==> src/rtl/sub_result_fifo.sv <==
// Output buffer for the 32-bit subtractor: a small synchronous FIFO of {over_flow, result}
// entries with valid/ready on both sides, plus a sticky overflow flag and a saturating overflow counter.
module sub_result_fifo #(
   parameter int DEPTH = 4,
   parameter int WIDTH = 32
) (
   input  logic                     clk,
   input  logic                     n_rst,
   input  logic                     in_valid,
   input  logic [WIDTH-1:0]         in_result,
   input  logic                     in_over_flow,
   output logic                     in_ready,
   output logic                     out_valid,
   output logic [WIDTH-1:0]         out_result,
   output logic                     out_over_flow,
   input  logic                     out_ready,
   input  logic                     clr_sticky,
   output logic                     sticky_ovf,
   output logic [7:0]               ovf_cnt,
   output logic [$clog2(DEPTH):0]   level
);

   localparam int AW = $clog2(DEPTH);
   localparam logic [AW:0] PTR_ONE = 1;

   // Handshake: a transfer happens on a rising edge where valid and ready are both high.
   // in_ready and out_valid come from registered pointers only, never from in_valid/out_ready.
   logic [WIDTH:0] mem_q [DEPTH];
   logic [AW:0]    wr_ptr_q, wr_ptr_d;
   logic [AW:0]    rd_ptr_q, rd_ptr_d;
   logic           sticky_q, sticky_d;
   logic [7:0]     cnt_q, cnt_d;

   logic empty, full, push, pop, ovf_push;
   logic [WIDTH:0] head;

   assign empty    = (wr_ptr_q == rd_ptr_q);
   assign full     = (wr_ptr_q[AW] != rd_ptr_q[AW]) &&
                     (wr_ptr_q[AW-1:0] == rd_ptr_q[AW-1:0]);
   assign in_ready  = ~full;
   assign out_valid = ~empty;
   assign push     = in_valid & ~full;
   assign pop      = out_ready & ~empty;
   assign ovf_push = push & in_over_flow;
   assign level    = wr_ptr_q - rd_ptr_q;

   assign head          = mem_q[rd_ptr_q[AW-1:0]];
   assign out_result    = empty ? '0 : head[WIDTH-1:0];
   assign out_over_flow = empty ? 1'b0 : head[WIDTH];

   assign sticky_ovf = sticky_q;
   assign ovf_cnt    = cnt_q;

   always_comb begin
      wr_ptr_d = wr_ptr_q;
      rd_ptr_d = rd_ptr_q;
      sticky_d = sticky_q;
      cnt_d    = cnt_q;
      if (push) wr_ptr_d = wr_ptr_q + PTR_ONE;
      if (pop)  rd_ptr_d = rd_ptr_q + PTR_ONE;
      // An overflow push outranks a same-cycle clear: the clear wipes history, the push counts as one.
      if (ovf_push) begin
         sticky_d = 1'b1;
         if (clr_sticky)          cnt_d = 8'd1;
         else if (cnt_q != 8'hFF) cnt_d = cnt_q + 8'd1;
      end else if (clr_sticky) begin
         sticky_d = 1'b0;
         cnt_d    = 8'd0;
      end
   end

   always_ff @(posedge clk or negedge n_rst) begin
      if (!n_rst) begin
         wr_ptr_q <= '0;
         rd_ptr_q <= '0;
         sticky_q <= 1'b0;
         cnt_q    <= 8'd0;
      end else begin
         wr_ptr_q <= wr_ptr_d;
         rd_ptr_q <= rd_ptr_d;
         sticky_q <= sticky_d;
         cnt_q    <= cnt_d;
      end
   end

   // Storage needs no reset; empty pointers gate the outputs to zero.
   always_ff @(posedge clk) begin
      if (push) mem_q[wr_ptr_q[AW-1:0]] <= {in_over_flow, in_result};
   end

endmodule

==> config.mk <==
export PLATFORM = sky130hd
export DESIGN_NAME = sub_result_fifo
export DESIGN_NICKNAME = d
export VERILOG_FILES = /design/src/rtl/sub_result_fifo.sv
export SDC_FILE = /design/constraint.sdc
export NUM_CORES = 1
export LEC_CHECK = 0
export CAP_MARGIN = 10
export CORE_MARGIN = 5
export CORE_UTILIZATION = 40
export DETAILED_ROUTE_END_ITERATION = 8
export MAX_ROUTING_LAYER = met4
export PLACE_DENSITY = 0.65
export REMOVE_ABC_BUFFERS = 1
export SLEW_MARGIN = 15
export SYNTH_ARGS = -nofsm -noshare
export SYNTH_HDL_FRONTEND = slang
export SYNTH_SLANG_ARGS = --single-unit
==> constraint.sdc <==
create_clock -name clk -period 8.6 [get_ports clk]
set_input_delay 0.86 -clock clk [delete_from_list [all_inputs] [get_ports clk]]
set_output_delay 0.86 -clock clk [all_outputs]
set_load 0.05 [all_outputs]
==> results of run 1 <==
worst register-to-register path, stage by stage (launching register included):
cell and delay, ns:
sky130_fd_sc_hd__dfrtp_2 1.00, sky130_fd_sc_hd__inv_1 0.12, sky130_fd_sc_hd__ha_1 0.33, sky130_fd_sc_hd__nand2_1 0.13, sky130_fd_sc_hd__o21a_1 0.28, sky130_fd_sc_hd__and2_2 0.82
final cells by class:
cell class              instances  area [um^2]
clock buffers                  22        464.2
inverters                       7        26.28
flip-flops and latches        147         4342
multi-input cells             131         1450
fillers                      1168         6977
repair buffers                 86        855.8
well taps                     184        230.2
clock inverters                10        133.9
stage by stage:
| step | setup WS (ns) | instance area, um^2 | std cells |
|---|---|---|---|
| detailed placement | 4.779 | 6904 | 555 |
| CTS | 4.312 | 7502 | 587 |
| global route | 4.176 | 7502 | 587 |
| floorplan | 4.494 | 5811 | 285 |
| finish | 4.398 | 7502 | 587 |
| global placement | 4.801 | 6904 | 555 |
routing by layer:
metal	global-route usage, %	vias to the layer above
met5	-	-
met4	4.792	0
met3	5.084	11
met2	20.40	103
met1	16.83	1513
li1	-	1364
synthesized netlist by cell type, drive strengths merged, types with 2 or more instances:
master and number:
a21oi 2, a31oi 2, and2 37, buf 7, clkbuf 6, dfrtp 15, edfxtp 132, ha 8
inv 7, mux2 2, mux4 33, nand2 11, nand3 4, nor2 3, nor3 3, o21ai 2
o311ai 2, o41ai 3, or2 2, or4 2, xnor2 5
state kept, by name, summed over array words and instances (netlist names):
signal and cells:
mem_q 132, ovf_cnt 8, rd_ptr_q 3, wr_ptr_q 3
sticky_ovf 1
placed cells by master, fill, tap and decap left out, types with 2 or more instances in the layout:
cell                              netlist  layout
sky130_fd_sc_hd__dfrtp_2                0       2
sky130_fd_sc_hd__clkbuf_8               0       2
sky130_fd_sc_hd__nand3_1                4       4
sky130_fd_sc_hd__ha_1                   8       8
sky130_fd_sc_hd__xnor2_1                4       4
sky130_fd_sc_hd__clkdlybuf4s50_1        0      84
sky130_fd_sc_hd__nor2_1                 3       3
sky130_fd_sc_hd__mux4_2                33      33
sky130_fd_sc_hd__nand2_1               11      11
sky130_fd_sc_hd__inv_1                  7       7
sky130_fd_sc_hd__and2_1                37      33
sky130_fd_sc_hd__clkbuf_16              0      17
sky130_fd_sc_hd__edfxtp_1             132     132
sky130_fd_sc_hd__or2_2                  2       2
sky130_fd_sc_hd__clkinvlp_4             0       2
sky130_fd_sc_hd__o311ai_0               2       2
sky130_fd_sc_hd__o21ai_0                2       2
sky130_fd_sc_hd__clkbuf_1               6       3
sky130_fd_sc_hd__buf_4                  0       2
sky130_fd_sc_hd__a21oi_1                2       2
sky130_fd_sc_hd__a31oi_1                2       2
sky130_fd_sc_hd__mux2_2                 2       2
sky130_fd_sc_hd__and2_2                 0       4
sky130_fd_sc_hd__or4_1                  2       2
sky130_fd_sc_hd__dfrtp_1               15      13
sky130_fd_sc_hd__nor3_1                 2       2
sky130_fd_sc_hd__clkinv_2               0       4
sky130_fd_sc_hd__o41ai_1                3       3
sky130_fd_sc_hd__bufinv_16              0       3
worst min-delay path by stage:
stage | startpoint | to | slack [ns] | cells after the start
after global placement | wr_ptr_q[2] | wr_ptr_q[2] | 0.51 | 1
after global routing | wr_ptr_q[2] | wr_ptr_q[2] | 0.56 | 1
after detailed placement | wr_ptr_q[2] | wr_ptr_q[2] | 0.51 | 1
after CTS | wr_ptr_q[2] | wr_ptr_q[2] | 0.52 | 1
final | wr_ptr_q[2] | wr_ptr_q[2] | 0.52 | 1
after floorplan | rd_ptr_q[2] | rd_ptr_q[2] | 0.50 | 1
cell families after synthesis:
| kind of cell | synth area share [%] |
|---|---|
| AO/OA/AOI/OAI | 1.920 |
| buffers and inverters | 1.408 |
| XOR/XNOR | 1.024 |
| adder cells (fa/ha/maj) | 2.047 |
| AND/OR/NAND/NOR | 6.419 |
| flip-flops | 73.96 |
| multiplexers | 13.22 |
==> metrics.txt, run 1 <==
# TYPE chip_impl_metric gauge
chip_impl_info{name="outcome",value="finished, final reports clean"} 1
chip_impl_metric{name="rows",unit=""} 44
chip_impl_metric{name="worst-path-max-fanout",unit=""} 37
chip_impl_metric{name="start_util",unit="%"} 40.52
chip_impl_info{name="highest_signal_layer_in_the_routed_design",value="met4"} 1
chip_impl_metric{name="synth-edff-count",unit=""} 132
chip_impl_metric{name="period_minus_slack",unit="ns"} 4.202
chip_impl_metric{name="drt_iter0_markers",unit=""} 128
chip_impl_info{name="yosys_most_used_dff",value="sky130_fd_sc_hd__edfxtp_1"} 1
chip_impl_info{name="grt_setup_unrepaired",value="no"} 1
chip_impl_metric{name="detail_route.wl_per_cell",unit="um"} 18.50
chip_impl_metric{name="place.gp.congestion",unit=""} 0.7969
chip_impl_metric{name="ios",unit=""} 85
chip_impl_info{name="clock_tree_from_tritoncts",value="built"} 1
chip_impl_info{name="critPathLaunch",value="rd_ptr_q[1]"} 1
chip_impl_metric{name="max_cap_violations",unit=""} 0
chip_impl_metric{name="antenna_cells",unit=""} 0
chip_impl_metric{name="final_core_util",unit="%"} 51.81
chip_impl_metric{name="postCtsHoldBufs",unit=""} 0
chip_impl_metric{name="via_per_inst",unit=""} 5.095
chip_impl_metric{name="grt_use_total",unit="%"} 13.52
chip_impl_metric{name="synthDistinctLibCells",unit=""} 34
chip_impl_metric{name="count_of_endpoints_failing_hold_in_the_final_timing_report",unit=""} 0
chip_impl_metric{name="setup_total_negative_slack",unit="ns"} 0
chip_impl_info{name="crit_chain",value="inv_1 > ha_1 > nand3_1 > buf_4 > and2_1 > clkdlybuf4s50_1"} 1
chip_impl_info{name="cp_slowest_cell",value="sky130_fd_sc_hd__dfrtp_2"} 1
chip_impl_metric{name="routed-via-count",unit=""} 2991
chip_impl_metric{name="cp.arrival",unit="ns"} 3.34
chip_impl_metric{name="antenna_found_initial",unit=""} 0
chip_impl_metric{name="drt_first_pass_iters",unit=""} 5
chip_impl_info{name="critical_path_start_type",value="flip-flop"} 1
chip_impl_metric{name="die_area",unit="mm^2"} 0.01719
chip_impl_metric{name="ff2ff_path_depth",unit=""} 5
chip_impl_metric{name="place_hpwl",unit="um"} 6528
chip_impl_metric{name="layout_cell_share_with_drive_strength_beyond_1",unit="%"} 19.11
chip_impl_info{name="critical_path_class",value="reg -> out"} 1
chip_impl_metric{name="cts_resized",unit=""} 0
chip_impl_metric{name="yosysWarningCount",unit=""} 0
chip_impl_metric{name="required_arrival_time_at_the_worst_endpoint",unit="ns"} 7.74
chip_impl_info{name="timing.critical_path.to_type",value="output pin"} 1
chip_impl_metric{name="syn_area",unit="mm^2"} 0.005867
chip_impl_metric{name="portBuffers",unit=""} 84
chip_impl_metric{name="core_region_area",unit="mm^2"} 0.01448
chip_impl_metric{name="gate_count_of_the_mapped_netlist",unit=""} 298
chip_impl_info{name="hold_path_class",value="reg -> reg"} 1
chip_impl_metric{name="worst_clock_skew",unit="ns"} 0.006289
chip_impl_metric{name="whs",unit="ns"} 0.5186
chip_impl_metric{name="final_nets",unit=""} 437
chip_impl_metric{name="timing.max_slew.rel_slack",unit="%"} 36.17
chip_impl_info{name="synthDominantAreaCellType",value="sky130_fd_sc_hd__edfxtp_1"} 1
chip_impl_info{name="clk_root_buffer_cell",value="sky130_fd_sc_hd__clkbuf_16"} 1
chip_impl_info{name="critical_path.top_delay_family",value="buffers and inverters"} 1
chip_impl_metric{name="overall_overflow_remaining_after_global_route",unit=""} 0
chip_impl_metric{name="ant_nets",unit=""} 0
chip_impl_metric{name="clock_insertion_delay_worst_skew",unit="ns"} 0.41
chip_impl_metric{name="cts_inserted_buffers",unit=""} 17
chip_impl_metric{name="clock_tree.buffer_depth",unit=""} 2
chip_impl_metric{name="worst_path_largest_cell_delay",unit="ns"} 1.00
chip_impl_metric{name="syn_to_final_growth",unit="%"} 27.87
chip_impl_metric{name="ctsHtreeMaxLevel",unit=""} 4
chip_impl_metric{name="yosys_register_bits",unit=""} 147
chip_impl_metric{name="timing_max_transition_violations_final",unit=""} 0
chip_impl_info{name="critical_path.reg2reg.startpoint",value="rd_ptr_q[1]"} 1
chip_impl_metric{name="global_route_wire_length_before_repair",unit="um"} 17420
chip_impl_metric{name="worstMarginPinSlew",unit="ns"} 0.9575
chip_impl_metric{name="min_period_over_period",unit="%"} 48.86
chip_impl_metric{name="met2WireLength",unit="um"} 5236
chip_impl_metric{name="number_of_global_route_vias_before_repair",unit=""} 3312
chip_impl_info{name="crit_path_end",value="out_result[13]"} 1
chip_impl_metric{name="die_width",unit="um"} 131.1
chip_impl_metric{name="timing.reg2reg.setup_slack",unit="ns"} 5.54
chip_impl_metric{name="maximum_number_of_pins_on_one_net_before_global_route_repair",unit=""} 38
chip_impl_info{name="yosys-top-cells-area",value="sky130_fd_sc_hd__edfxtp_1 68%, sky130_fd_sc_hd__mux4_2 13%, sky130_fd_sc_hd__dfrtp_1 6.4%"} 1
chip_impl_metric{name="cts_setup_buffers",unit=""} 0
chip_impl_metric{name="worst-path-buf-inv",unit=""} 3
chip_impl_metric{name="synthDominantCellAreaShare",unit="%"} 67.56
chip_impl_metric{name="route.detailed.drc",unit=""} 0
chip_impl_metric{name="wl_met1",unit="um"} 4823
chip_impl_metric{name="synth.yosys.seq_area_share",unit="%"} 73.96
chip_impl_metric{name="finalWirelength",unit="um"} 10860
chip_impl_metric{name="cts_sinks",unit=""} 147
chip_impl_metric{name="setup_violations",unit=""} 0
chip_impl_metric{name="met3_wirelength",unit="um"} 669
chip_impl_metric{name="clk_pin_slew_worst_paths",unit="ns"} 0.06
chip_impl_metric{name="asyncSetResetFlopFracSynth",unit="%"} 10.20
chip_impl_metric{name="fmax",unit="MHz"} 238.0
chip_impl_metric{name="avgSynthCellArea",unit="um^2"} 19.69
chip_impl_metric{name="fp.dieH",unit="um"} 131.1
chip_impl_info{name="timing.rr.end",value="mem_q[3][16]"} 1
chip_impl_metric{name="cp_num_cells",unit=""} 6
Power of run 1 is not shown: default switching activity piles up to over one toggle a cycle in this logic, so the estimate is an artifact.
==> inputs of run 2 (changes only) <==
==> constraint.sdc (replaced) <==
create_clock -name clk -period 4.1 [get_ports clk]
set_input_delay 0.41 -clock clk [delete_from_list [all_inputs] [get_ports clk]]
set_output_delay 0.41 -clock clk [all_outputs]
set_load 0.05 [all_outputs]
==> metrics.txt, run 2 (synthesized netlist as in run 1, its figures left out) <==
# TYPE chip_impl_metric gauge
chip_impl_metric{name="worst-path-max-fanout",unit=""} 4
chip_impl_metric{name="flip_flop_count_of_the_largest_register_all_copies_and_words_added",unit=""} 132
chip_impl_metric{name="maximum_number_of_pins_on_one_net_before_global_route_repair",unit=""} 37
chip_impl_metric{name="timing.max_slew.rel_slack",unit="%"} 37.97
chip_impl_metric{name="start_util",unit="%"} 40.52
chip_impl_info{name="critical_path.top_delay_family",value="buffers and inverters"} 1
chip_impl_metric{name="count_of_endpoints_failing_hold_in_the_final_timing_report",unit=""} 0
chip_impl_metric{name="worstMarginPinSlew",unit="ns"} 0.9305
chip_impl_metric{name="finalWirelength",unit="um"} 11020
chip_impl_metric{name="worst-path-buf-inv",unit=""} 2
chip_impl_metric{name="die_area",unit="mm^2"} 0.01719
chip_impl_metric{name="dp.cells",unit=""} 556
chip_impl_metric{name="place.gp.congestion",unit=""} 0.7920
chip_impl_metric{name="worst_path_largest_cell_delay",unit="ns"} 0.83
chip_impl_metric{name="clk_pin_slew_worst_paths",unit="ns"} 0.06
chip_impl_info{name="timing.critical_path.to_type",value="output pin"} 1
chip_impl_metric{name="detail_route.wl_per_cell",unit="um"} 18.75
chip_impl_metric{name="grt_use_total",unit="%"} 13.93
chip_impl_metric{name="clock_tree.buffer_depth",unit=""} 2
chip_impl_metric{name="rows",unit=""} 44
chip_impl_info{name="layout_common_cells",value="132 x sky130_fd_sc_hd__edfxtp_1, 50 x sky130_fd_sc_hd__clkdlybuf4s50_1, 37 x sky130_fd_sc_hd__buf_4, 33 x sky130_fd_sc_hd__mux4_2, 33 x sky130_fd_sc_hd__and2_1"} 1
chip_impl_metric{name="timing.reg2reg.setup_slack",unit="ns"} 1.68
chip_impl_metric{name="cts_inserted_buffers",unit=""} 17
chip_impl_metric{name="clock_insertion_delay_worst_skew",unit="ns"} 0.41
chip_impl_metric{name="antenna_cells",unit=""} 0
chip_impl_info{name="critical_path_start_type",value="flip-flop"} 1
chip_impl_metric{name="seq_area",unit="mm^2"} 0.004342
chip_impl_metric{name="antenna_found_initial",unit=""} 0
chip_impl_info{name="grt_most_used_layer",value="met2"} 1
chip_impl_metric{name="cts_sinks",unit=""} 147
chip_impl_metric{name="multi_input_area",unit="mm^2"} 0.001450
chip_impl_metric{name="routed-via-count",unit=""} 3000
chip_impl_metric{name="fp.dieH",unit="um"} 131.1
chip_impl_info{name="critPathLaunch",value="wr_ptr_q[0]"} 1
chip_impl_metric{name="fmax",unit="MHz"} 344.2
chip_impl_metric{name="syn_to_final_growth",unit="%"} 26.00
chip_impl_metric{name="ant_nets",unit=""} 0
chip_impl_metric{name="cts_setup_buffers",unit=""} 0
chip_impl_metric{name="use_met2",unit="%"} 21.30
chip_impl_metric{name="period_minus_slack",unit="ns"} 2.905
chip_impl_info{name="cp_slowest_cell",value="sky130_fd_sc_hd__clkdlybuf4s50_1"} 1
chip_impl_metric{name="worst_clock_skew",unit="ns"} 0.008615
chip_impl_info{name="crit_chain",value="inv_1 > ha_1 > fa_1 > xnor2_1 > clkdlybuf4s50_1"} 1
chip_impl_metric{name="finalNonFillerCells",unit=""} 588
chip_impl_metric{name="route.detailed.drc",unit=""} 0
chip_impl_info{name="critical_path_class",value="reg -> out"} 1
chip_impl_metric{name="layout_cell_share_with_drive_strength_beyond_1",unit="%"} 27.97
chip_impl_metric{name="cts_resized",unit=""} 0
chip_impl_metric{name="portBuffers",unit=""} 84
chip_impl_metric{name="core_region_area",unit="mm^2"} 0.01448
chip_impl_metric{name="ctsHtreeMaxLevel",unit=""} 4
chip_impl_metric{name="drt_first_pass_iters",unit=""} 4
chip_impl_info{name="clk_root_buffer_cell",value="sky130_fd_sc_hd__clkbuf_16"} 1
chip_impl_metric{name="global_route_wire_length_before_repair",unit="um"} 18060
chip_impl_metric{name="timing_max_transition_violations_final",unit=""} 0
chip_impl_metric{name="required_arrival_time_at_the_worst_endpoint",unit="ns"} 3.69
chip_impl_info{name="grt_setup_unrepaired",value="no"} 1
chip_impl_metric{name="met1_usage",unit="%"} 17.61
chip_impl_info{name="outcome",value="finished, final reports clean"} 1
chip_impl_metric{name="use_met3",unit="%"} 4.855
chip_impl_metric{name="setup_violations",unit=""} 0
chip_impl_metric{name="drt_iter0_markers",unit=""} 195
chip_impl_metric{name="final_nets",unit=""} 438
chip_impl_metric{name="overall_overflow_remaining_after_global_route",unit=""} 0
chip_impl_metric{name="via_per_inst",unit=""} 5.102
chip_impl_metric{name="setup_total_negative_slack",unit="ns"} 0
chip_impl_metric{name="fill_cells",unit=""} 1187
chip_impl_info{name="hold_path_class",value="in -> async"} 1
chip_impl_metric{name="die_width",unit="um"} 131.1
chip_impl_metric{name="place_hpwl",unit="um"} 6478
chip_impl_metric{name="ios",unit=""} 85
chip_impl_metric{name="min_period_over_period",unit="%"} 70.85
chip_impl_metric{name="number_of_global_route_vias_before_repair",unit=""} 3290
chip_impl_info{name="clock_tree_from_tritoncts",value="built"} 1
chip_impl_metric{name="postCtsHoldBufs",unit=""} 0
chip_impl_info{name="mostFrequentLayoutCell",value="sky130_fd_sc_hd__edfxtp_1"} 1
chip_impl_metric{name="cp.arrival",unit="ns"} 2.49
chip_impl_metric{name="max_cap_violations",unit=""} 0
chip_impl_info{name="critical_path.reg2reg.startpoint",value="wr_ptr_q[0]"} 1
run 2: cell types whose count changed in the layout (fill, tap and decap cells not counted), sizes merged:
cell,delta
buf,+35
bufinv,-1
clkdlybuf4s50,-34
clkbuf,-5
inv,+1
clkinvlp,+2
clkinv,+3
run 2: path summary, 6_finish.rpt:
kind,end,depth (start not counted)
setup / recovery,level[2],5
hold / removal,ovf_cnt[4],1
setup reg to reg,mem_q[1][11],5
hold reg to reg,wr_ptr_q[2],1
max in group asynchronous,rd_ptr_q[1],1
min in group clk,wr_ptr_q[2],1
run 2: layout make-up:
cell class,count,share of cell area [%]
clock buffer,17,5.755
tap,184,3.114
inverter,7,0.3555
multi-input combinational,131,19.62
clock inverter,15,1.896
timing repair buffer,87,10.53
sequential,147,58.73
run 2: stage by stage:
stage | utilization [%] | hold slack (ns) | cell area, um^2 | setup slack, ns
floorplan | - | 0.1144 | 5811 | 0.4441
global placement | 47.15 | 0.5116 | 6827 | 1.649
detailed placement | 47.15 | 0.5162 | 6827 | 1.612
CTS | 51.05 | 0.4351 | 7392 | 1.145
global route | 51.05 | 0.4786 | 7392 | 1.055
finish | 51.05 | 0.4341 | 7392 | 1.195
run 2: per-layer routing:
| metal | vias up | wire [um] |
|---|---|---|
| li1 | 1366 | - |
| met1 | 1542 | 4804 |
| met2 | 80 | 5500 |
| met3 | 12 | 610 |
| met4 | 0 | 109 |
| met5 | - | 0 |
Power of run 2 is left out for the same reason.
==> inputs of run 3 (changes only) <==
--- a/config.mk
+++ b/config.mk
@@ -10,7 +10,7 @@
 export CORE_UTILIZATION = 40
 export DETAILED_ROUTE_END_ITERATION = 8
 export MAX_ROUTING_LAYER = met4
-export PLACE_DENSITY = 0.65
+export PLACE_DENSITY = 0.67
 export REMOVE_ABC_BUFFERS = 1
 export SLEW_MARGIN = 15
 export SYNTH_ARGS = -nofsm -noshare
==> constraint.sdc (replaced) <==
create_clock -name clk -period 2.65 [get_ports clk]
set_input_delay 0.265 -clock clk [delete_from_list [all_inputs] [get_ports clk]]
set_output_delay 0.265 -clock clk [all_outputs]
set_load 0.05 [all_outputs]
==> metrics.txt, run 3 (synthesized netlist as in run 1, its figures left out) <==
# TYPE chip_impl_metric gauge
chip_impl_metric{name="period_minus_slack",unit="ns"} 2.485
chip_impl_metric{name="number_of_global_route_vias_before_repair",unit=""} 3359
chip_impl_metric{name="die_width",unit="um"} 131.1
chip_impl_metric{name="rows",unit=""} 44
chip_impl_metric{name="cts_setup_buffers",unit=""} 0
chip_impl_metric{name="detail_route.wl_per_cell",unit="um"} 18.95
chip_impl_info{name="clock_tree_from_tritoncts",value="built"} 1
chip_impl_metric{name="fmax",unit="MHz"} 402.3
chip_impl_metric{name="grt_use_total",unit="%"} 13.96
chip_impl_metric{name="min_period_over_period",unit="%"} 93.79
chip_impl_metric{name="core_region_area",unit="mm^2"} 0.01448
chip_impl_metric{name="ff2ff_path_depth",unit=""} 6
chip_impl_metric{name="timing_max_transition_violations_final",unit=""} 0
chip_impl_metric{name="flip_flop_count_of_the_largest_register_all_copies_and_words_added",unit=""} 132
chip_impl_metric{name="place.gp.congestion",unit=""} 0.8219
chip_impl_metric{name="clock_tree.buffer_depth",unit=""} 2
chip_impl_info{name="clk_root_buffer_cell",value="sky130_fd_sc_hd__clkbuf_16"} 1
chip_impl_metric{name="final_nets",unit=""} 443
chip_impl_info{name="crit_path_end",value="out_result[31]"} 1
chip_impl_metric{name="seq_area",unit="mm^2"} 0.004342
chip_impl_info{name="timing.critical_path.to_type",value="output pin"} 1
chip_impl_metric{name="multi_input_area",unit="mm^2"} 0.001450
chip_impl_metric{name="worst-path-buf-inv",unit=""} 3
chip_impl_info{name="outcome",value="finished, final reports clean"} 1
chip_impl_metric{name="place_ws",unit="ns"} 0.4622
chip_impl_metric{name="postCtsHoldBufs",unit=""} 0
chip_impl_info{name="critical_path_start_type",value="flip-flop"} 1
chip_impl_metric{name="dp.cells",unit=""} 561
chip_impl_metric{name="route.detailed.drc",unit=""} 0
chip_impl_metric{name="setup_violations",unit=""} 0
chip_impl_metric{name="portBuffers",unit=""} 84
chip_impl_metric{name="clock_insertion_delay_worst_skew",unit="ns"} 0.41
chip_impl_metric{name="worst-path-max-fanout",unit=""} 29
chip_impl_metric{name="cts_resized",unit=""} 0
chip_impl_metric{name="maximum_number_of_pins_on_one_net_before_global_route_repair",unit=""} 37
chip_impl_info{name="critical_path.reg2reg.startpoint",value="wr_ptr_q[0]"} 1
chip_impl_info{name="critPathLaunch",value="wr_ptr_q[0]"} 1
chip_impl_metric{name="fp.dieH",unit="um"} 131.1
chip_impl_metric{name="start_util",unit="%"} 40.52
chip_impl_metric{name="global_route_wire_length_before_repair",unit="um"} 17880
chip_impl_info{name="layout_common_cells",value="132 x sky130_fd_sc_hd__edfxtp_1, 46 x sky130_fd_sc_hd__clkdlybuf4s50_1, 37 x sky130_fd_sc_hd__buf_4, 33 x sky130_fd_sc_hd__mux4_2, 33 x sky130_fd_sc_hd__and2_1"} 1
chip_impl_metric{name="finalWirelength",unit="um"} 11260
chip_impl_metric{name="max_cap_violations",unit=""} 0
chip_impl_metric{name="overall_overflow_remaining_after_global_route",unit=""} 0
chip_impl_metric{name="cts_inserted_buffers",unit=""} 17
chip_impl_metric{name="place_hpwl",unit="um"} 6905
chip_impl_metric{name="drt_first_pass_iters",unit=""} 6
chip_impl_metric{name="finalNonFillerCells",unit=""} 594
chip_impl_info{name="crit_chain",value="inv_1 > ha_1 > nand3_1 > buf_12 > and2_1 > buf_4"} 1
chip_impl_info{name="timing.rr.end",value="mem_q[2][32]"} 1
chip_impl_metric{name="cp_num_cells",unit=""} 6
chip_impl_metric{name="postLayoutSetupSlackWorst",unit="ns"} 0.1645
chip_impl_info{name="critical_path_class",value="reg -> out"} 1
chip_impl_metric{name="ctsHtreeMaxLevel",unit=""} 4
chip_impl_info{name="hold_path_class",value="in -> async"} 1
chip_impl_metric{name="worst_path_largest_cell_delay",unit="ns"} 0.38
chip_impl_info{name="mostFrequentLayoutCell",value="sky130_fd_sc_hd__edfxtp_1"} 1
chip_impl_metric{name="cts_sinks",unit=""} 147
chip_impl_metric{name="cp.arrival",unit="ns"} 2.22
chip_impl_metric{name="antenna_found_initial",unit=""} 1
chip_impl_metric{name="worst_clock_skew",unit="ns"} 0.004491
chip_impl_metric{name="required_arrival_time_at_the_worst_endpoint",unit="ns"} 2.38
chip_impl_metric{name="syn_to_final_growth",unit="%"} 29.54
chip_impl_metric{name="count_of_endpoints_failing_hold_in_the_final_timing_report",unit=""} 0
chip_impl_metric{name="ios",unit=""} 85
chip_impl_metric{name="timing.max_slew.rel_slack",unit="%"} 53.35
chip_impl_metric{name="layout_cell_share_with_drive_strength_beyond_1",unit="%"} 30.07
chip_impl_metric{name="clk_pin_slew_worst_paths",unit="ns"} 0.06
chip_impl_metric{name="timing.reg2reg.setup_slack",unit="ns"} 0.48
chip_impl_metric{name="routed-via-count",unit=""} 3015
chip_impl_metric{name="fill_cells",unit=""} 1162
chip_impl_metric{name="via_per_inst",unit=""} 5.076
chip_impl_metric{name="drt_iter0_markers",unit=""} 142
chip_impl_metric{name="worstMarginPinSlew",unit="ns"} 0.6975
chip_impl_info{name="critical_path.top_delay_family",value="buffers and inverters"} 1
chip_impl_metric{name="ant_nets",unit=""} 0
chip_impl_metric{name="die_area",unit="mm^2"} 0.01719
chip_impl_info{name="grt_setup_unrepaired",value="no"} 1
chip_impl_info{name="cp_slowest_cell",value="sky130_fd_sc_hd__dfrtp_1"} 1
## run 3: worst min path at each step
stage	start	to	slack, ns	cells past startpoint
global route	n_rst	rd_ptr_q[0]	0.34	1
global placement	rd_ptr_q[2]	rd_ptr_q[2]	0.51	1
detailed placement	rd_ptr_q[2]	rd_ptr_q[2]	0.52	1
floorplan	n_rst	ovf_cnt[0]	-0.03	0
CTS	n_rst	ovf_cnt[4]	0.28	1
finish	n_rst	sticky_ovf	0.27	1
## run 3: stage by stage
| step | hold slack [ns] | cell area [um^2] | TNS [ns] | utilization (%) |
|---|---|---|---|---|
| after floorplan | -0.03059 | 5811 | -150.16 | - |
| after global placement | 0.5149 | 6967 | 0 | 48.12 |
| after detailed placement | 0.5184 | 6967 | 0 | 48.12 |
| after CTS | 0.2809 | 7597 | 0 | 52.47 |
| after global routing | 0.3449 | 7600 | 0 | 52.49 |
| final | 0.2731 | 7600 | 0 | 52.49 |
## run 3: area by class of cell
type / instances / area share (%)
tap: 184 / 3.029
inverter: 7 / 0.3457
sequential: 147 / 57.13
antenna: 1 / 0.03293
multi-input combinational: 131 / 19.08
timing repair buffer: 92 / 12.08
clock inverter: 15 / 2.700
clock buffer: 17 / 5.598
## run 3: worst reg2reg max path, stage by stage (launching register included)
cell	delay [ns]
sky130_fd_sc_hd__dfrtp_1	0.38
sky130_fd_sc_hd__inv_1	0.11
sky130_fd_sc_hd__ha_1	0.34
sky130_fd_sc_hd__nand2_1	0.13
sky130_fd_sc_hd__o21a_1	0.27
sky130_fd_sc_hd__and2_2	0.39
sky130_fd_sc_hd__buf_12	0.24
## run 3: metal layers
layer / routed length, um / track usage, % / up-vias
met3: 661 / 4.587 / 12
met4: 170 / 5.947 / 0
li1: - / - / 1383
met1: 5037 / 17.63 / 1524
met2: 5389 / 20.80 / 96
met5: 0 / - / -
Power of run 3 is left out for the same reason.
==> RTL edit 1, RTL diff (settings of run 2) <==
The parameter `DEPTH` goes from 4 to 2.
--- a/src/rtl/sub_result_fifo.sv
+++ b/src/rtl/sub_result_fifo.sv
@@ -3,3 +3,3 @@
 module sub_result_fifo #(
-   parameter int DEPTH = 4,
+   parameter int DEPTH = 2,
    parameter int WIDTH = 32
Ports: changed (resized level); port bits go from 85 to 84. No check against the original RTL was run, so the function may have changed too.
==> RTL edit 1 against run 2 <==
  * Fmax down 4.5%
  * Wire length is 42% lower
  * Non-clock buffer count is 2 lower
  * Sequential cell count fell by 68
  * Worst hold slack better by 0.018 ns
  * Global-route usage shrank 0.21 points
  * Synthesized area decreased by 46%
  * Via count shrank 34%
  * Setup slack worse by 0.14 ns
  * Design area shrank 42%
  * Count of clock-buffer cells in the layout is 8 lower
  * Clock skew fell by 0.0033 ns
Power is left out: the tool's default activity adds up to more than one toggle a clock period on the data nets, which glitch-free logic cannot reach.
==> RTL edit 1: results (changes against run 2) <==
status finished, final reports clean (unchanged); most frequent cells after synthesis edfxtp_1, nor2_1, mux2i_1 (was edfxtp_1, and2_1, mux4_2); HPWL Detailed 4.14 mm (was 6.48 mm); worst skew pair latency 0.34 ns (was 0.41 ns); max FFs per register 66 (was 132); top post-synthesis cells by area edfxtp_1, mux2i_1, dfrtp_1, nor2_1, xnor2_1 (was edfxtp_1, mux4_2, dfrtp_1, and2_1, ha_1); Final Skew 0.00535 ns (was 0.00861 ns); post-synthesis compound-gate area fraction 0.0318 (was 0.0192); Cells after Synth 215 (was 298); Post-synth ARST share 0.165 (was 0.102); Worst EP arrival 2.63 ns (was 2.49 ns); TritonRoute pass-1 iters 4 (unchanged); initial detailed-routing violation count 69 (was 195); antenna violations before repair 0 (unchanged); DP Cell Count 392 (was 556); Primary FF master, synth edfxtp_1 (unchanged); post-synthesis sequential area ratio 0.725 (was 0.740); Post-CTS Setup Repair Bufs 0 (unchanged); CP Max Fanout 34 (was 4); filler cell count 646 (was 1187); Worst-Margin Slew 1.01 ns (was 0.930 ns); wire length per cell 15.8 um (was 18.7 um); CTS Buffer Depth 2 (unchanged); Nets 341 (was 438); XOR/XNOR Fraction of Synth Area 0.0193 (was 0.0102); largest net degree at the start of global routing 36 (was 37); share of cells above drive strength 1 0.0752 (was 0.280); Root Driver clkbuf_8 (was clkbuf_16); post-synthesis mux area share 0.107 (was 0.132); total CTS buffers 9 (was 17); YS warnings 0 (unchanged); placed cell area 4120 sq um (was 6830 sq um); CTS H-tree depth 3 (was 4); Resize count post-CTS 0 (unchanged); Clock transition at path regs 0.08 ns (was 0.06 ns); Antenna Cells 0 (unchanged); IO buf count 83 (was 84); EDFF count, synth 66 (was 132); via count 1983 (was 3000); first-pass GRT wire length 10.1 mm (was 18.1 mm); Distinct cells, synth 30 (was 34); Final Non-Filler Cells 408 (was 588); Adder-Cell Fraction of Synth Area 0.00786 (was 0.0205); Hold Crit Class in2async (unchanged); GRT Total Usage 0.137 (was 0.139); placer congestion estimate 0.838 (was 0.792)
[RTL edit 1: changes by cell type in the layout (fill, tap and decap cells not counted), sizes merged, moves of 5 or more]
cell,run 2,this run
and2,37,0
buf,37,2
clkbuf,17,9
clkdlybuf4s50,50,83
clkinv,8,3
edfxtp,132,66
ha,8,2
mux2i,1,33
mux4,33,0
nor2,3,38
[RTL edit 1: kinds of logic after synthesis]
group           after synthesis
flops                        79
compound gates               16
buf+inv                      14
simple gates                 63
mux                          34
xor+xnor                      7
fa+ha+maj                     2
[RTL edit 1: worst paths after layout]
kind | start | end | slack [ns] | cells after the start
setup reg to reg | wr_ptr_q[0] | mem_q[0][1] | 1.79 | 5
max in group asynchronous | n_rst | rd_ptr_q[0] | 3.21 | 1
hold reg to reg | sticky_ovf | sticky_ovf | 0.53 | 2
hold / removal | n_rst | ovf_cnt[3] | 0.45 | 1
min in group clk | sticky_ovf | sticky_ovf | 0.53 | 2
setup / recovery | wr_ptr_q[0] | out_result[6] | 1.06 | 7
[RTL edit 1: stage by stage]
stage / setup slack, ns / hold slack [ns]
2_1_floorplan: -0.0578 / 0.114
3_3_place_gp: 1.44 / 0.512
3_5_place_dp: 1.42 / 0.528
4_1_cts: 1.04 / 0.461
5_1_grt: 0.900 / 0.470
6_report: 1.06 / 0.452
[RTL edit 1: critical path: stages, from the launching register on]
cell	delay, ns
dfrtp_1	0.44
inv_1	0.06
ha_1	0.35
inv_1	0.11
nor2_2	0.04
buf_4	0.25
nor2_1	0.18
clkdlybuf4s50_1	0.84
[RTL edit 1: layer usage]
| metal | track usage | vias to the layer above | wire length, um |
|---|---|---|---|
| li1 | - | 967 | - |
| met1 | 0.172 | 950 | 2860 |
| met2 | 0.210 | 63 | 3130 |
| met3 | 0.0491 | 3 | 406 |
| met4 | 0.0420 | 0 | 32 |
| met5 | - | - | 0 |
[RTL edit 1: area by class of cell]
class	count	area, sq um	area share
Clock buffer	9	124	0.0287
Clock inverter	7	72.6	0.0168
Inverter	4	15.0	0.00348
Multi-Input combinational cell	122	827	0.191
Sequential cell	79	2310	0.534
Tap cell	102	128	0.0295
Timing Repair Buffer	85	846	0.196
==> RTL edit 2, RTL diff (flow settings as in run 2) <==
Without the edit above. Reset style: synchronous (`n_rst`), changed in one clocked block.
--- a/src/rtl/sub_result_fifo.sv
+++ b/src/rtl/sub_result_fifo.sv
@@ -71,3 +71,3 @@
 
-   always_ff @(posedge clk or negedge n_rst) begin
+   always_ff @(posedge clk) begin
       if (!n_rst) begin
Behaviour: differs if n_rst is asserted again (counterexample within 4 cycles, from zero or initial values and one cycle with n_rst low); with n_rst held inactive, the same outputs for 4 cycles.
==> RTL edit 2 against run 2 <==
  * Synthesized area rose by 1.2%
  * Global-route usage increased by 0.17 points
  * Largest cell class unchanged
  * Core utilization increased by 1.6 points
  * Design area increased by 3.6%
  * Wire length increased by 3.3%
  * Clock skew down 0.0019 ns
  * Sequential cell count rose by 2
  * Setup slack worse by 0.53 ns
==> RTL edit 2: results (changes against run 2) <==
Clock transition at path regs 0.06 ns (about the same); HPWL Detailed 6.99 mm (was 6.48 mm); initial detailed-routing violation count 245 (was 195); share of the core filled with cells 0.527 (was 0.511); Post-CTS Setup Repair Bufs 0 (unchanged); Post-synth ARST share 0 (was 0.102); placer congestion estimate 0.826 (was 0.792); Worst R2R Start wr_ptr_q[0] (unchanged); number of global-route vias before repair 3381 (was 3290); IO buf count 84 (unchanged); antenna violations before repair 1 (was 0); EDFF count, synth 132 (unchanged); Worst Hold Path EP sticky_ovf; R2R Setup Slk 1.60 ns (was 1.68 ns); GRT Total Usage 0.141 (was 0.139); met1 Usage GRT 0.172 (was 0.176); first-pass GRT wire length 18.3 mm (was 18.1 mm); delay of the slowest critical-path stage 0.70 ns (was 0.83 ns); Hold Crit Class reg2reg (was in2async); share of cells above drive strength 1 0.183 (was 0.280); via count 3092 (was 3000); Hold Startpoint sticky_ovf; hold depth 2; largest net degree at the start of global routing 35 (was 37); CTS H-tree depth 4 (unchanged); Worst-Margin Slew 0.911 ns (was 0.930 ns); worst skew pair latency 0.42 ns; cell-internal power 3.39 mW; worst reg2reg path depth 5 (unchanged); VDD IR-drop max 0.327 mV; filler cell count 1181 (was 1187); Nets 454 (was 438); Leak 2.50 nW; grt met3 use 0.0557 (was 0.0485); Resize count post-CTS 0 (unchanged); worst slack at placement 1.09 ns (was 1.61 ns); status finished, final reports clean (unchanged); slowest stage cell, crit path clkdlybuf4s50_1 (unchanged); most frequent cells after synthesis edfxtp_1, mux4_2, nor2b_1 (was edfxtp_1, and2_1, mux4_2); final hold slack 0.493 ns (was 0.434 ns); placed cell area 6990 sq um (was 6830 sq um); TritonRoute pass-1 iters 5 (was 4); CTS Buffer Depth 2 (unchanged); r2r endpoint mem_q[0][7] (was mem_q[1][11]); overall routed net length 11.4 mm (was 11.0 mm); YS warnings 0 (unchanged); post-synthesis sequential area ratio 0.725 (was 0.740); total CTS buffers 17 (unchanged); CP Max Fanout 19 (was 4); Final Skew 0.00671 ns (was 0.00861 ns); max FFs per register 132 (unchanged); GR Util met2 0.215 (was 0.213); Root Driver clkbuf_16 (unchanged); family with the most delay on the worst path buffers and inverters (unchanged); top post-synthesis cells by area edfxtp_1, mux4_2, dfxtp_1, nor2b_1, ha_1 (was edfxtp_1, mux4_2, dfrtp_1, and2_1, ha_1); Distinct cells, synth 42 (was 34)
==> RTL edit 2: cells by family (layout without fill, tap and decap cells) <==
family | after synthesis | in the layout | synth area share
mux | 36 | 36 | 0.130
xor+xnor | 6 | 6 | 0.0101
other cells | 0 | 1 | 0
flops | 149 | 149 | 0.725
fa+ha+maj | 9 | 9 | 0.0202
buf+inv | 19 | 125 | 0.0141
compound gates | 23 | 23 | 0.0257
simple gates | 72 | 72 | 0.0742
==> RTL edit 2: power groups by stage <==
stage                     clock (mW)  combinational [mW]  sequential, mW
final                           1.69                1.35            1.79
after global routing            1.79                1.42            1.80
after CTS                       1.72                1.37            1.80
after detailed placement           0                1.37            1.83
after global placement             0                1.36            1.82
after floorplan                    0               0.871            1.84
==> RTL edit 2: metal layers <==
metal  wire length (um)  share of wire
met1               5070           0.45
met2               5470           0.48
met3                705          0.062
met4                138          0.012
met5                  0              0
==> RTL edit 2: cell type report <==
type / count / area share
sequential: 149 / 0.562
multi-input combinational: 146 / 0.204
timing repair buffer: 87 / 0.114
clock buffer: 23 / 0.0637
tap: 184 / 0.0301
clock inverter: 9 / 0.0225
inverter: 6 / 0.00294
antenna: 1 / 0.000327
==> RTL edit 2: per-stage QoR <==
step	power [mW]	std cells
after detailed placement	3.20	572
after floorplan	2.71	301
after global routing	5.02	605
after global placement	3.18	572
final	4.84	605
after CTS	4.89	604
==> RTL edit 2: how the worst max path moves through the flow <==
stage	start	slack (ns)	end
global route	wr_ptr_q[0]	0.48	out_result[18]
detailed placement	wr_ptr_q[0]	1.09	out_result[11]
finish	wr_ptr_q[0]	0.66	out_result[11]
global placement	wr_ptr_q[0]	1.17	out_result[17]
floorplan	flip-flop	1.05	out_over_flow
CTS	wr_ptr_q[0]	0.65	out_result[11]
